## config.mk

```make
export PLATFORM = sky130hd
export DESIGN_NAME = uart_tx_arbiter
export DESIGN_NICKNAME = d
export VERILOG_FILES = /design/src/rtl/uart_pkg.sv /design/src/rtl/uart_tx_arbiter_rr.sv /design/src/rtl/uart_tx_arbiter.sv
export SDC_FILE = /design/constraint.sdc
export NUM_CORES = 1
export LEC_CHECK = 0
export CELL_PAD_IN_SITES_DETAIL_PLACEMENT = 0
export CELL_PAD_IN_SITES_GLOBAL_PLACEMENT = 1
export CORE_ASPECT_RATIO = 1.75
export CORE_MARGIN = 8
export CORE_UTILIZATION = 37
export CTS_CLUSTER_DIAMETER = 50
export DETAILED_ROUTE_END_ITERATION = 8
export GPL_ROUTABILITY_DRIVEN = 0
export MAX_ROUTING_LAYER = met4
export PLACE_DENSITY_LB_ADDON = 0.1
export SETUP_SLACK_MARGIN = 0.05
export SLEW_MARGIN = 15
export SYNTH_ARGS = -nofsm -noshare
export SYNTH_HDL_FRONTEND = slang
export SYNTH_HIERARCHICAL = 1
export SYNTH_SLANG_ARGS = --single-unit
```

## constraint.sdc

```tcl
create_clock -name clk -period 4.4 [get_ports clk]
set_input_delay 0.88 -clock clk [delete_from_list [all_inputs] [get_ports clk]]
set_output_delay 0.88 -clock clk [all_outputs]
set_load 0.02 [all_outputs]
```

## src/rtl/uart_pkg.sv

```systemverilog
// Shared constants and types for the board UART path: FSM state encoding and
// the baud-rate figures used by the TX/RX shifters.
package uart_pkg;

    localparam logic [1:0] ST_IDLE      = 2'd0;
    localparam logic [1:0] ST_START     = 2'd1;
    localparam logic [1:0] ST_WAIT_BUSY = 2'd2;
    localparam logic [1:0] ST_WAIT_DONE = 2'd3;

    localparam int CLK_FREQ     = 100_000_000;
    localparam int BAUD         = 9600;
    localparam int CLKS_PER_BIT = 10416;

    typedef enum logic [1:0] {
        IDLE      = ST_IDLE,
        START     = ST_START,
        WAIT_BUSY = ST_WAIT_BUSY,
        WAIT_DONE = ST_WAIT_DONE
    } tx_state_t;

endpackage

```

## src/rtl/uart_tx_arbiter_rr.sv

```systemverilog
// Two-way round-robin pick: combinational, one-hot result; the last-served
// pointer lives in the caller.
module rr_arbiter2 (
    input  logic [1:0] valid,
    input  logic       last,
    output logic [1:0] pick
);

    // Single requester wins outright; on a tie the source not served last wins.
    always_comb begin
        pick = 2'b00;
        case (valid)
            2'b01:   pick = 2'b01;
            2'b10:   pick = 2'b10;
            2'b11:   pick = last ? 2'b01 : 2'b10;
            default: pick = 2'b00;
        endcase
    end

endmodule

```

## src/rtl/uart_tx_arbiter.sv

```systemverilog
// Shares one UART transmitter between the RX echo (source 0) and the button
// message generator (source 1), one byte per start pulse.
module uart_tx_arbiter
    import uart_pkg::*;
#(
    parameter int START_TIMEOUT = 16
) (
    input  logic       clk,
    input  logic       reset,
    input  logic       s0_valid,
    input  logic [7:0] s0_data,
    output logic       s0_ready,
    input  logic       s1_valid,
    input  logic [7:0] s1_data,
    output logic       s1_ready,
    output logic [7:0] tx_data,
    output logic       tx_start,
    input  logic       tx_busy,
    output logic [1:0] grant,
    output logic       timeout_err
);

    localparam int               CNT_W    = $clog2(START_TIMEOUT + 1);
    localparam logic [CNT_W-1:0] CNT_LAST = CNT_W'(START_TIMEOUT - 1);
    localparam logic [CNT_W-1:0] CNT_MAX  = {CNT_W{1'b1}};
    localparam logic [CNT_W-1:0] CNT_ONE  = CNT_W'(1);

    tx_state_t        state_r, state_nxt_s;
    logic [CNT_W-1:0] cnt_r, cnt_nxt_s;
    logic             last_r, last_nxt_s;
    logic [7:0]       tx_data_r, tx_data_nxt_s;
    logic [1:0]       grant_r, grant_nxt_s;
    logic             tx_start_r, tx_start_nxt_s;
    logic             timeout_r, timeout_nxt_s;
    logic [1:0]       pick_s;
    logic             idle_s;

    rr_arbiter2 u_rr (
        .valid (({s1_valid, s0_valid})),
        .last  (last_r),
        .pick  (pick_s)
    );

    assign idle_s      = (state_r == IDLE);
    assign s0_ready    = pick_s[0] & idle_s & ~reset;
    assign s1_ready    = pick_s[1] & idle_s & ~reset;
    assign tx_data     = tx_data_r;
    assign tx_start    = tx_start_r;
    assign grant       = grant_r;
    assign timeout_err = timeout_r;

    // Next-state and next-output logic; every output is registered below.
    always_comb begin
        state_nxt_s    = state_r;
        cnt_nxt_s      = cnt_r;
        last_nxt_s     = last_r;
        tx_data_nxt_s  = tx_data_r;
        grant_nxt_s    = grant_r;
        tx_start_nxt_s = 1'b0;
        timeout_nxt_s  = 1'b0;
        case (state_r)
            IDLE: begin
                if (pick_s != 2'b00) begin
                    tx_data_nxt_s  = pick_s[1] ? s1_data : s0_data;
                    grant_nxt_s    = pick_s;
                    last_nxt_s     = pick_s[1];
                    tx_start_nxt_s = 1'b1;
                    state_nxt_s    = START;
                end else begin
                    state_nxt_s    = IDLE;
                end
            end
            START: begin
                cnt_nxt_s   = '0;
                state_nxt_s = WAIT_BUSY;
            end
            WAIT_BUSY: begin
                if (tx_busy) begin
                    state_nxt_s = WAIT_DONE;
                end else if (cnt_r >= CNT_LAST) begin
                    timeout_nxt_s = 1'b1;
                    grant_nxt_s   = 2'b00;
                    state_nxt_s   = IDLE;
                end else if (cnt_r != CNT_MAX) begin
                    cnt_nxt_s = cnt_r + CNT_ONE;
                end else begin
                    cnt_nxt_s = cnt_r;
                end
            end
            WAIT_DONE: begin
                if (!tx_busy) begin
                    grant_nxt_s = 2'b00;
                    state_nxt_s = IDLE;
                end else begin
                    state_nxt_s = WAIT_DONE;
                end
            end
            default: begin
                grant_nxt_s = 2'b00;
                state_nxt_s = IDLE;
            end
        endcase
    end

    // State, pointer, counter and output registers.
    always_ff @(posedge clk or posedge reset) begin
        if (reset) begin
            state_r    <= IDLE;
            cnt_r      <= '0;
            last_r     <= 1'b1;
            tx_data_r  <= 8'h00;
            grant_r    <= 2'b00;
            tx_start_r <= 1'b0;
            timeout_r  <= 1'b0;
        end else begin
            state_r    <= state_nxt_s;
            cnt_r      <= cnt_nxt_s;
            last_r     <= last_nxt_s;
            tx_data_r  <= tx_data_nxt_s;
            grant_r    <= grant_nxt_s;
            tx_start_r <= tx_start_nxt_s;
            timeout_r  <= timeout_nxt_s;
        end
    end

endmodule
```

### Yosys cells after proc, flatten, opt, wreduce, memory -nomap -nowiden

Cells that the tools add are included.

| storage, ports and cells | value |
|---|---|
| flip-flop bits (word level) | 20 |
| bits of input ports | 21 |
| output and inout bits | 14 |
| logic and storage cells | 56 |

| operators by class | value |
|---|---|
| $add $sub $neg | 1 |
| magnitude comparators | 1 |
| equal/unequal tests | 14 |
| muxes and demuxes | 21 |
| bitwise logic cells | 5 |
| reductions and logical operators | 7 |

Operators with widths:

| cell | count |
|---|---|
| 5-bit two-way mux | 3 |
| 2-bit two-way mux | 7 |
| 2-bit case mux with 3 select lines | 2 |
| 2-bit != test, second input constant | 5 |
| 5-bit case mux with 2 select lines | 1 |
| 2-bit == test, second input constant | 4 |
| 8-bit two-way mux | 1 |
| 2-bit case mux with 4 select lines | 1 |
| 1-bit two-way mux | 6 |
| 5-bit by 1-bit adder with 5-bit output, second input constant | 1 |
| 5-bit by 4-bit greater-or-equal comparator with 1-bit output, second input constant | 1 |
| 5-bit != test, second input constant | 1 |
| 5-bit AND reduction | 1 |
| 1-bit bitwise AND | 4 |
| 2-bit by 1-bit == test with 1-bit output, second input constant | 2 |
| 4-bit AND reduction | 1 |
| 2-bit nonzero test | 2 |
| 3-bit != test, second input constant | 1 |
| 3-bit nonzero test | 1 |
| 2-bit zero test | 1 |
| 2-bit by 1-bit != test with 1-bit output, second input constant | 1 |
| 2-bit AND reduction | 1 |
| 1-bit inverter | 1 |

### Depth between registers and ports, before layout

Gate-level depths: netlist of run 1.

| logic depth | value |
|---|---|
| depth in word-level cells | 5 |
| depth in mapped cells | 6 |
| gate-level depth less buffers | 6 |

### Modules after synthesis

Netlist of run 1, hierarchy kept.

By module, submodules not included:

| module | times used | cells each | area each (um^2) | sequential area each (um^2) |
|---|---|---|---|---|
| uart_tx_arbiter | 1 | 89 | 1,051.0 | 501.7 |
| rr_arbiter2 | 1 | 3 | 18.8 | 0.0 |

### Worst setup path before layout of run 1

No wires, ideal clock.

| path | value |
|---|---|
| kind | input port to output port |
| start | input reset |
| end | output s1_ready |
| arrival | 1,682 ps |
| required time | 3,520 ps |
| slack | 1,838 ps |
| stages on the path | 2 |
| buffers on the path | 0 |
| cells stage by stage | inv_1 and3_1 |

| on the way | value |
|---|---|
| longest elaborated chain between the ends | 2 |

RTL lines:

| item | line | text |
|---|---|---|
| start, declared | uart_tx_arbiter.sv:9 | `input logic reset,` |
| 1-bit inverter | uart_tx_arbiter.sv:46 | `assign s1_ready = pick_s[1] & idle_s & ~reset;` |
| 1-bit bitwise AND | uart_tx_arbiter.sv:46 |  |
| end, declared | uart_tx_arbiter.sv:15 | `output logic s1_ready,` |

No other way between the ends.

### Final worst setup path of run 1

Same ends and word-level chain as after synthesis.

==> metrics list, run 1 <==
- Wire length of the first global-routing pass: 4290 um
* Data required time of the worst path: around 3.5 ns
* EDFF count, synth: 0
- Average wire per cell in the routed design: 15.8 um
- After detailed placement, the total cell area comes to 1440 sq um.
* CP peak stage delay: 0.60 ns
- Ports placed on the boundary: 35
- During synthesis, Yosys emitted a total of 6 warnings.
- Worst path slowest cell: sky130_fd_sc_hd__clkdlybuf4s50_1
- The number of endpoints with negative hold slack in the final report is 0.
- Count of filler cells inserted in the layout: between 200 and 300
* Via density per instance: 5.36
* Synthesized instance count: 92
* Number of distinct library cells after synthesis: 31
- After synthesis the cells add up to 1070 sq um.
- Syn Nets: 116
* Arrival @ worst endpoint: 2.41 ns
- Hold repair after CTS inserted 0 buffers.
- The synthesized netlist devotes 10.8% of its cell area to compound gates.
* Clock Tree Buf Depth: 2
- HPWL reported at the end of detailed placement: between 2000 and 2500 um
* Tcrit/Tclk final: about three quarters
- Simple-gate share of the synthesized area: 16.4%
- Inserted Diodes: 0
* Max transition margin: 66.1%
- TritonCTS built the clock tree.
- Post-CTS Setup Bufs: 0
* Critical Setup Path Class: input port to output port
- Cells fill 52.8% of the core in the end.
- Layout overhead on the synthesized area: 39.6%
- Height of the chip: 87.1 um
- Vias after detailed routing: 842
- Worst path cell trace: clkdlybuf4s50_1 > inv_1 > buf_4 > and3_1 > clkdlybuf4s50_1
- TritonCTS created 3 clock buffers.
- Run status: completed
- In the final layout, the share of cells above drive strength 1 is 21.7%.
- Largest net degree at the start of global routing: 22
- Unrepaired setup endpoints after global routing: false
- STA classifies the critical path startpoint as an input port.
- Together, buffers and inverters on the worst path number 4.
- In this run, the number of DRC markers left after iteration 0 of detailed routing was 12.
- Post-route setup TNS: 0 ns
* Number of nets in the layout: 154
* Number of resized instances in the post-cts repair step: 0
* Largest clock skew in the final design: 0.00223 ns
- Clk sink count: 20
- Count of max-cap constraint violations: 0
- Width of the die: about 57 um
- Number of placement rows: 26
* Total design power: 0.879 mW
* Path category of the worst min-delay check: flip-flop to flip-flop
* Synth async-reset ratio: between 90% and 100%
- Insertion delay to the later sink of the worst-skew pair: 0.25 ns
- Once detail routing completed, the nets flagged for antenna violations numbered 0.
- Final worst path period need: 3.29 ns
- Summed over all layers, the global routing overflow is 0.
- Summed over all instances, the cell type with the most area after synthesis is sky130_fd_sc_hd__dfrtp_1.
- Wire length reported by the detailed router: 2480 um
- The worst register-to-register path has a setup slack of about 2.4 ns.
- Mux share of post-synthesis cell area: 18.7%
- Initial antenna violation count: 0
- The first detailed-routing pass took 4 iterations.
* Top FF cell, synth: sky130_fd_sc_hd__dfrtp_1
- In this run the power density over the cells is 588 nW/um^2.
- Final max-slew violation count: 0
- Area of the core: 2830 sq um
* Cell family contributing the most delay on the critical path: buffers and inverters
- Synthesis inferred 20 register bits.
- The via count of the first global-routing pass was around 900.
- Die Footprint: 4940 sq um
- CTS H-Tree Depth: 1
- Along the worst path, the maximum fanout reaches 21.
* Leading cell types by total area after synthesis: sky130_fd_sc_hd__dfrtp_1 (44%), sky130_fd_sc_hd__mux2_2 (17%), sky130_fd_sc_hd__ha_1 (3.5%)
- After detailed routing, the number of remaining DRC violations is 0.
- After synthesis, the mean cell area works out to between 10 and 15 sq um.
* Leakage: 0.667 nW
* Cell repeated most along the worst path: sky130_fd_sc_hd__clkdlybuf4s50_1
- Area share of the largest cell type after synthesis: 44.4%
* Fmax: 304 MHz
* Kind of end point of the critical path: output port
- Fin area: roughly 1500 sq um
- VDD sags by at most around 0.28 mV.
* Number of buffers inserted by port buffering: 34
- After synthesis, the largest family of logic cells by area is multiplexers.
- Of the total synthesized cell area, the portion taken by XOR and XNOR cells is 0%.
* Commonest cells in the synthesized netlist: sky130_fd_sc_hd__dfrtp_1 (19), sky130_fd_sc_hd__mux2_2 (16), sky130_fd_sc_hd__nor2_1 (9)
* Sequential share of the synthesized area: 46.9%
* Slew of the pin with the lowest slew margin: 0.507 ns
- Starting Density: 37.8%
* CTS root buf: sky130_fd_sc_hd__clkbuf_8
- sky130_fd_sc_hd__dfrtp_1 is the most common cell in the netlist.
* Adder-cell share of the synthesized area: 3.51%
* Clock transition at the registers of the reported paths: 0.07 ns
* Overall routing resource usage: 11.0%
- Setup violations remaining at the end of the flow were counted as 0.
- Final Hold Slack: 0.510 ns
==> layout make-up <==
type | count | area (sq um) | share of cell area [%]
clock buffers | 4 | 55.1 | 3.69
inverters | 5 | 18.8 | 1.26
multi-input cells | 64 | 528 | 35.3
flip-flops and latches | 20 | 502 | 33.6
well taps | 28 | 35.0 | 2.35
repair buffers | 36 | 355 | 23.8
==> cells by family (layout without fill, tap and decap cells) <==
family	count (synthesis)	in the layout
muxes	18	18
adders and majority gates	3	3
AOI/OAI and AO/OA	15	15
and+or+nand+nor	28	28
DFF	20	20
buffers and inverters	8	45
==> worst paths after layout <==
kind / startpoint / cells after the start / end
min: tx_data[0] / 1 / tx_data[0]
max reg2reg: cnt_r[0] / 6 / cnt_r[1]
max in group asynchronous: reset / 3 / last_r
min reg2reg: tx_data[0] / 1 / tx_data[0]
max: reset / 5 / s1_ready
min in group asynchronous: reset / 3 / grant[1]
==> layout by cell type (no fill, tap or decap), types with 2 or more instances in the layout <==
cell                              synthesis  layout
sky130_fd_sc_hd__o211ai_1                 2       2
sky130_fd_sc_hd__a31oi_1                  2       2
sky130_fd_sc_hd__nor2_1                   9       9
sky130_fd_sc_hd__clkdlybuf4s50_1          0      34
sky130_fd_sc_hd__mux2i_1                  2       2
sky130_fd_sc_hd__and3_1                   3       3
sky130_fd_sc_hd__inv_1                    5       5
sky130_fd_sc_hd__clkbuf_8                 0       4
sky130_fd_sc_hd__buf_4                    0       2
sky130_fd_sc_hd__mux2_2                  16      16
sky130_fd_sc_hd__o311ai_0                 2       2
sky130_fd_sc_hd__nand3_1                  3       3
sky130_fd_sc_hd__nand2_1                  6       6
sky130_fd_sc_hd__ha_1                     3       3
sky130_fd_sc_hd__dfrtp_1                 19      19
==> flip-flops by register name (all words and copies together) (netlist names) <==
signal / count
cnt_r: 5
grant: 2
last_r: 1
state_r: 2
timeout_err: 1
tx_data: 8
tx_start: 1
==> worst register-to-register path: cells and delay by family (launching register included) <==
kind / cells / cell delay (ns)
adder cells (fa/ha/maj): 2 / 0.45
flip-flops: 1 / 0.43
multiplexers: 1 / 0.18
AND/OR/NAND/NOR: 3 / 0.79
==> stage by stage <==
stage               cells  worst slack, ns
floorplan              92             1.84
global placement      153             1.08
detailed placement    153             1.07
CTS                   157             1.07
global route          157            0.998
finish                157             1.11
==> report_power, final <==
group / internal (mW) / switching, mW / total (mW)
Combinational: 0.217 / 0.192 / 0.409
Clock: 0.0795 / 0.0578 / 0.137
Sequential: 0.262 / 0.0699 / 0.332
Total: 0.559 / 0.320 / 0.879
==> routing by layer <==
metal,share of wire (%),vias up,routed length (um),track usage (%)
li1,-,407,-,-
met1,38,410,948,11.8
met2,55,21,1360,18.4
met3,5.5,4,136,2.63
met4,1.2,0,30,5.27
met5,0,-,0,-
No activity file was read; power rests on OpenSTA's default activity.
==> run 2, diff against run 1 <==
Settings changed: CORE_UTILIZATION 37 to 34.
Clock period 4.4 ns to 3.4 ns, I/O delays scaled along.
==> metrics list, run 2 (synthesized netlist as in run 1, its figures left out) <==
- Number of buffers inserted for hold repair after clock tree synthesis: 0 (unchanged)
- RR Startpoint: cnt_r[0]
- Post-CTS Setup Bufs: 0 (unchanged)
- The number of H-tree branching levels was 1 (unchanged).
- Endpoint with the worst hold slack: tx_data[6]
- Vias after detailed routing: 826 (-1.9%)
- Startpoint of the most critical hold path: tx_data[6]
* Most frequent standard cell in the layout excluding fill and tap cells: sky130_fd_sc_hd__clkdlybuf4s50_1
- Average wire per cell in the routed design: 14.8 um (-5.9%)
- Final setup violating endpoints: 0 (unchanged)
- The final net count was 154 (unchanged).
- Height of the chip: 90.2 um (+3.5%)
* Width of the die: 58.4 um (+3.1%)
- The end-of-flow core utilization came to 49.2% (-3.6 points).
* Number of search-and-repair iterations in the first detailed-routing pass: 3 (-1)
- Clock Tree Buf Depth: 2 (unchanged)
- CTS root buf: sky130_fd_sc_hd__clkbuf_8
- Wire length reported by the detailed router: 2550 um (+3.1%)
- The fraction of final layout cells sized beyond drive strength 1 was 21.7% (unchanged).
- HPWL reported at the end of detailed placement: 2080 um (+3.8%)
* Number of resized instances in the post-cts repair step: 0 (unchanged)
- Number of buffers inserted by port buffering: 34 (unchanged)
- Tcrit/Tclk final: 83.6%
* Clock transition at the registers of the reported paths: 0.07 ns (about the same)
* Final max-slew violation count: 0 (unchanged)
* Data required time of the worst path: 2.72 ns (-0.80 ns)
- Setup slack on the worst flop-to-flop path: 1.42 ns (-1.01 ns)
- The overall power of the completed layout came to 1.14 mW (+30%).
- Number of placement rows: 27 (+3.8%)
* Worst-case vdd ir drop: 0.302 mV (+9.7%)
- Fmax: 352 MHz
- The static power due to leakage is 0.667 nW (unchanged).
- First-iteration detailed-routing DRC count: 16 (+4)
- Unrepaired setup endpoints after global routing: false
- Worst reg2reg path depth: 6 (unchanged)
* Area of the core: 3070 sq um (+8.6%)
* Power density cells: 755 nW/um^2 (+28%)
* Die Footprint: 5270 sq um (+6.7%)
- The total routing resource utilization after global routing came to 10.9% (-0.11 points).
- The via count normalized by instance count was 4.80 (-10%).
* Antenna Violating Nets Remaining: 0 (unchanged)
- The clock sink count came to 20 (unchanged).
* Arrival @ worst endpoint: 2.16 ns (-0.25 ns)
- The final instance count without filler cells came to 172 (+9.6%).
- The flip-flop count of the largest register, all copies and words added was 8 (unchanged).
* Slew of the pin with the lowest slew margin: 0.463 ns (-0.0438 ns)
- The worst clock skew is 0.00481 ns (+0.00258 ns).
- Initial antenna violation count: 0 (unchanged)
- The smallest clock period supported by the final layout is computed as 2.84 ns.
- The endpoint identified for the worst register-to-register timing path is cnt_r[1].
- Maximum fanout encountered on the critical timing path: 3 (-86%)
- STA classifies the critical path startpoint as an input port.
- The latest clock arrival within the worst-skew pair came to 0.26 ns (about the same).
- The number of DRC violations after detailed routing was 0 (unchanged).
- Starting Density: 34.8% (-3.0 points)
- Layout overhead on the synthesized area: 41.4%
- The number of endpoints with negative hold slack in the final report was 0 (unchanged).
- Largest net degree at the start of global routing: 21 (-4.5%)
- Count of max-cap constraint violations: 0 (unchanged)
- In the layout the commonest cells are sky130_fd_sc_hd__clkdlybuf4s50_1 (34), sky130_fd_sc_hd__dfrtp_1 (19), sky130_fd_sc_hd__mux2_2 (16), sky130_fd_sc_hd__nor2_1 (9), sky130_fd_sc_hd__nand2_1 (6).
- Kind of end point of the critical path: output port
- The accumulated negative setup slack is 0 ns (unchanged).
- The wire length of the first global-routing pass is 4350 um (+1.3%).
- Post-placement cell count: 168 (+9.8%)
- The worst slew margin relative to its limit came to 69.0% (+2.9 points).
- Run status: completed
- In this run the worst hold path is classified as flip-flop to flip-flop.
* Num CTS Buffers: 3 (unchanged)
- Total overflow reported by the global router: 0 (unchanged)
- The number of top-level design ports was 35 (unchanged).
* Number of instances on the worst hold path: 1 (unchanged)
- TritonCTS built the clock tree.
- Critical Setup Path Class: input port to output port
* Inserted Diodes: 0 (unchanged)
- The via count of the first global-routing pass came to 910 (+1.3%).
## run 2: final cells by class
cell class | instances | area (sq um)
Timing Repair Buffer | 36 | 355
Sequential cell | 20 | 502
Fill cell | 304 | 1560
Clock buffer | 4 | 55.1
Inverter | 5 | 18.8
Multi-Input combinational cell | 64 | 528
Tap cell | 43 | 53.8
## run 2: how the worst max path moves through the flow
stage                     startpoint  endpoint  slack, ns  cells after the start
final                       s0_valid  s0_ready       0.56                      5
after global routing        s1_valid  s1_ready       0.45                      4
after CTS                   s0_valid  s0_ready       0.53                      5
after detailed placement    s1_valid  s1_ready       0.53                      4
after global placement      s0_valid  s0_ready       0.55                      5
after floorplan                reset  s1_ready       1.24                      2
## run 2: report_power, final
| group | total, mW | internal, mW | switching, mW |
|---|---|---|---|
| clock network | 0.182 | 0.103 | 0.0788 |
| registers | 0.432 | 0.340 | 0.0923 |
| logic | 0.528 | 0.280 | 0.247 |
## run 2: layer usage
layer / track usage [%] / part of all wire, % / up-vias
li1: - / - / 406
met1: 10.5 / 38 / 395
met2: 18.9 / 54 / 20
met3: 2.57 / 5.5 / 5
met4: 6.17 / 2.4 / 0
met5: - / 0 / -
## run 2: through the flow
stage                     cell area [sq um]  hold slack [ns]  setup slack (ns)
after floorplan                        1070            0.496              1.24
after global placement                 1460            0.490             0.550
after detailed placement               1460            0.494             0.525
after CTS                              1510            0.511             0.530
after global routing                   1510            0.536             0.450
final                                  1510            0.509             0.557
## run 2: critical path: stages
cell and delay [ns]:
sky130_fd_sc_hd__clkdlybuf4s50_1 0.47, sky130_fd_sc_hd__a21boi_1 0.19, sky130_fd_sc_hd__nand2_1 0.11, sky130_fd_sc_hd__nor2_1 0.10, sky130_fd_sc_hd__clkdlybuf4s50_1 0.61
==> run 3, diff against run 2 <==
Clock period 3.4 ns to 2.65 ns, I/O delays scaled along.
==> metrics list, run 3 (synthesized netlist as in run 1, its figures left out) <==
- Overall routing resource usage: 10.4% (-0.49 points)
* Fmax: 460 MHz
- Setup repair after global routing left no endpoint under its margin.
- The number of DRC violations after detailed routing came to 0 (unchanged).
- Post-CTS Setup Bufs: 0 (unchanged)
- Number of resized instances in the post-cts repair step: 0 (unchanged)
- Number of search-and-repair iterations in the first detailed-routing pass: 4 (+1)
- The number of top-level design ports is 35 (unchanged).
- STA classifies the critical path startpoint as an input port.
- Number of endpoints with negative hold slack in the final report: 0 (unchanged)
* HPWL reported at the end of detailed placement: 2080 um (+0.18%)
* Kind of end point of the critical path: output port
- The worst-case setup margin in the final layout is 0.475 ns (-0.0826 ns).
- Insertion delay to the later sink of the worst-skew pair: 0.26 ns (about the same)
- The largest net degree at the start of global routing was 21 (unchanged).
- The transition time of the tightest slew-check pin was 0.456 ns (-0.00752 ns).
- Inserted Diodes: 0 (unchanged)
- Startpoint of the most critical hold path: tx_data[4]
- The highest net fanout along the worst path came to 3 (unchanged).
* Initial antenna violation count: 0 (unchanged)
* Largest clock skew in the final design: 0.00358 ns (-0.00124 ns)
- The number of buffers inserted by port buffering is 34 (unchanged).
* Worst-case setup slack after placement: 0.0610 ns (-0.464 ns)
- The tree is rooted in a sky130_fd_sc_hd__clkbuf_8.
- Leaving out fill and tap cells, the most frequent cell in the layout is sky130_fd_sc_hd__clkdlybuf4s50_1.
- The remaining global-route overflow came to 0 (unchanged).
- TritonCTS built the clock tree.
- The final net count is 157 (+1.9%).
* CTS H-Tree Depth: 1 (unchanged)
- Antenna Violating Nets Remaining: 0 (unchanged)
* Number of buffers inserted for hold repair after clock tree synthesis: 0 (unchanged)
* Final worst path period need: 2.18 ns
* Fraction of final layout cells sized beyond drive strength 1: 23.5% (+1.8 points)
- Area of the core: 3070 sq um (unchanged)
- The end-of-flow core utilization is 50.6% (+1.4 points).
- Vias after detailed routing: 861 (+4.2%)
- The flip-flop count of the largest register, all copies and words added is 8 (unchanged).
- Post-route setup TNS: 0 ns (unchanged)
* Clock Tree Buf Depth: 2 (unchanged)
* Tcrit/Tclk final: slightly above 80%
- The clock edge transition at the registers on the reported setup and hold paths is 0.08 ns (about the same).
- Via density per instance: 4.92 (+2.5%)
- The worst register-to-register path begins at cnt_r[0].
* CP peak stage delay: 0.47 ns (-0.14 ns)
- The total length of routed wires came to 2510 um (-1.5%).
* Num CTS Buffers: 3 (unchanged)
- Layout overhead on the synthesized area: 45.5%
* Average wire per cell in the routed design: 14.4 um (-3.2%)
- The final instance count without filler cells is 175 (+1.7%).
- The via count of the first global-routing pass was 874 (-4.0%).
- Leakage: 0.726 nW (+8.7%)
- Worst-case vdd ir drop: 0.539 mV (+78%)
- The run finished with clean final reports.
- Commonest cells after routing, fill and taps aside: sky130_fd_sc_hd__clkdlybuf4s50_1 (32), sky130_fd_sc_hd__dfrtp_1 (19), sky130_fd_sc_hd__mux2_2 (16), sky130_fd_sc_hd__nor2_1 (9), sky130_fd_sc_hd__nand2_1 (6)
- Max transition margin: 69.5% (+0.49 points)
- Power density cells: 1000 nW/um^2 (+33%)
- Critical Setup Path Class: input port to output port
- The worst endpoint data arrival time is 1.65 ns (-0.51 ns).
- Number of placement rows: 27 (unchanged)
- Final max-slew violation count: 0 (unchanged)
* Clk sink count: 20 (unchanged)
* Total design power: 1.56 mW (+37%)
- Tracing the worst setup path back leads to its startpoint at s0_valid.
* Width of the die: 58.4 um (unchanged)
- The worst hold path belongs to the class flip-flop to flip-flop.
* Data required time of the worst path: 2.12 ns (-0.60 ns)
- The number of placed instances with taps included came to 171 (+1.8%).
* Starting Density: 34.8% (unchanged)
- First-iteration detailed-routing DRC count: 6 (-10)
- Final setup violating endpoints: 0 (unchanged)
- The die span in y is 90.2 um (unchanged).
* Count of max-cap constraint violations: 0 (unchanged)
- Worst path cell trace: clkdlybuf4s50_1 > a21boi_1 > nand2_1 > nor2_1 > dlymetal6s2s_1
- Die Footprint: 5270 sq um (unchanged)
* Worst path slowest cell: sky130_fd_sc_hd__clkdlybuf4s50_1
* Wire length of the first global-routing pass: 4200 um (-3.3%)
-- run 3: cell types whose count changed in the layout (fill, tap and decap cells not counted), sizes merged --
cell | previous run | this run
clkdlybuf4s50 | 34 | 32
buf | 2 | 5
dlymetal6s2s | 0 | 2
clkbuf | 4 | 3
bufinv | 0 | 1
-- run 3: critical path: cells and delay by family --
kind	cells	cell delay, ns
AOI/OAI and AO/OA	1	0.21
buffers and inverters	2	0.70
and+or+nand+nor	2	0.21
-- run 3: worst paths after layout --
kind	endpoint	slack (ns)	depth (start not counted)
min	tx_data[4]	0.51	1
min in group asynchronous	grant[1]	0.65	3
max reg2reg	cnt_r[0]	0.66	6
max in group asynchronous	last_r	1.74	3
min reg2reg	tx_data[4]	0.51	1
max	s0_ready	0.47	5
-- run 3: cell type report --
cell class / count / area [sq um]
Multi-Input combinational cell: 64 / 528
Tap cell: 43 / 53.8
Timing Repair Buffer: 39 / 383
Fill cell: 284 / 1520
Inverter: 5 / 18.8
Clock buffer: 3 / 41.3
Sequential cell: 20 / 502
Clock inverter: 1 / 30.0
-- run 3: layer usage --
metal  share of wire, %  global-route usage [%]
met1                 37                    10.1
met2                 55                    18.1
met3                4.5                    2.57
met4                2.7                    5.56
met5                  0                       -
-- run 3: per-stage QoR --
step / cell area, sq um / hold WS [ns]
3_5_place_dp: 1480 / 0.500
4_1_cts: 1550 / 0.519
5_1_grt: 1560 / 0.538
6_report: 1560 / 0.510
2_1_floorplan: 1070 / 0.496
3_3_place_gp: 1480 / 0.490
-- run 3: report_power, final --
group          internal (mW)  total (mW)  switching (mW)
clock                  0.202       0.307           0.105
sequential             0.436       0.532          0.0960
combinational          0.380       0.722           0.342
total                   1.02        1.56           0.543
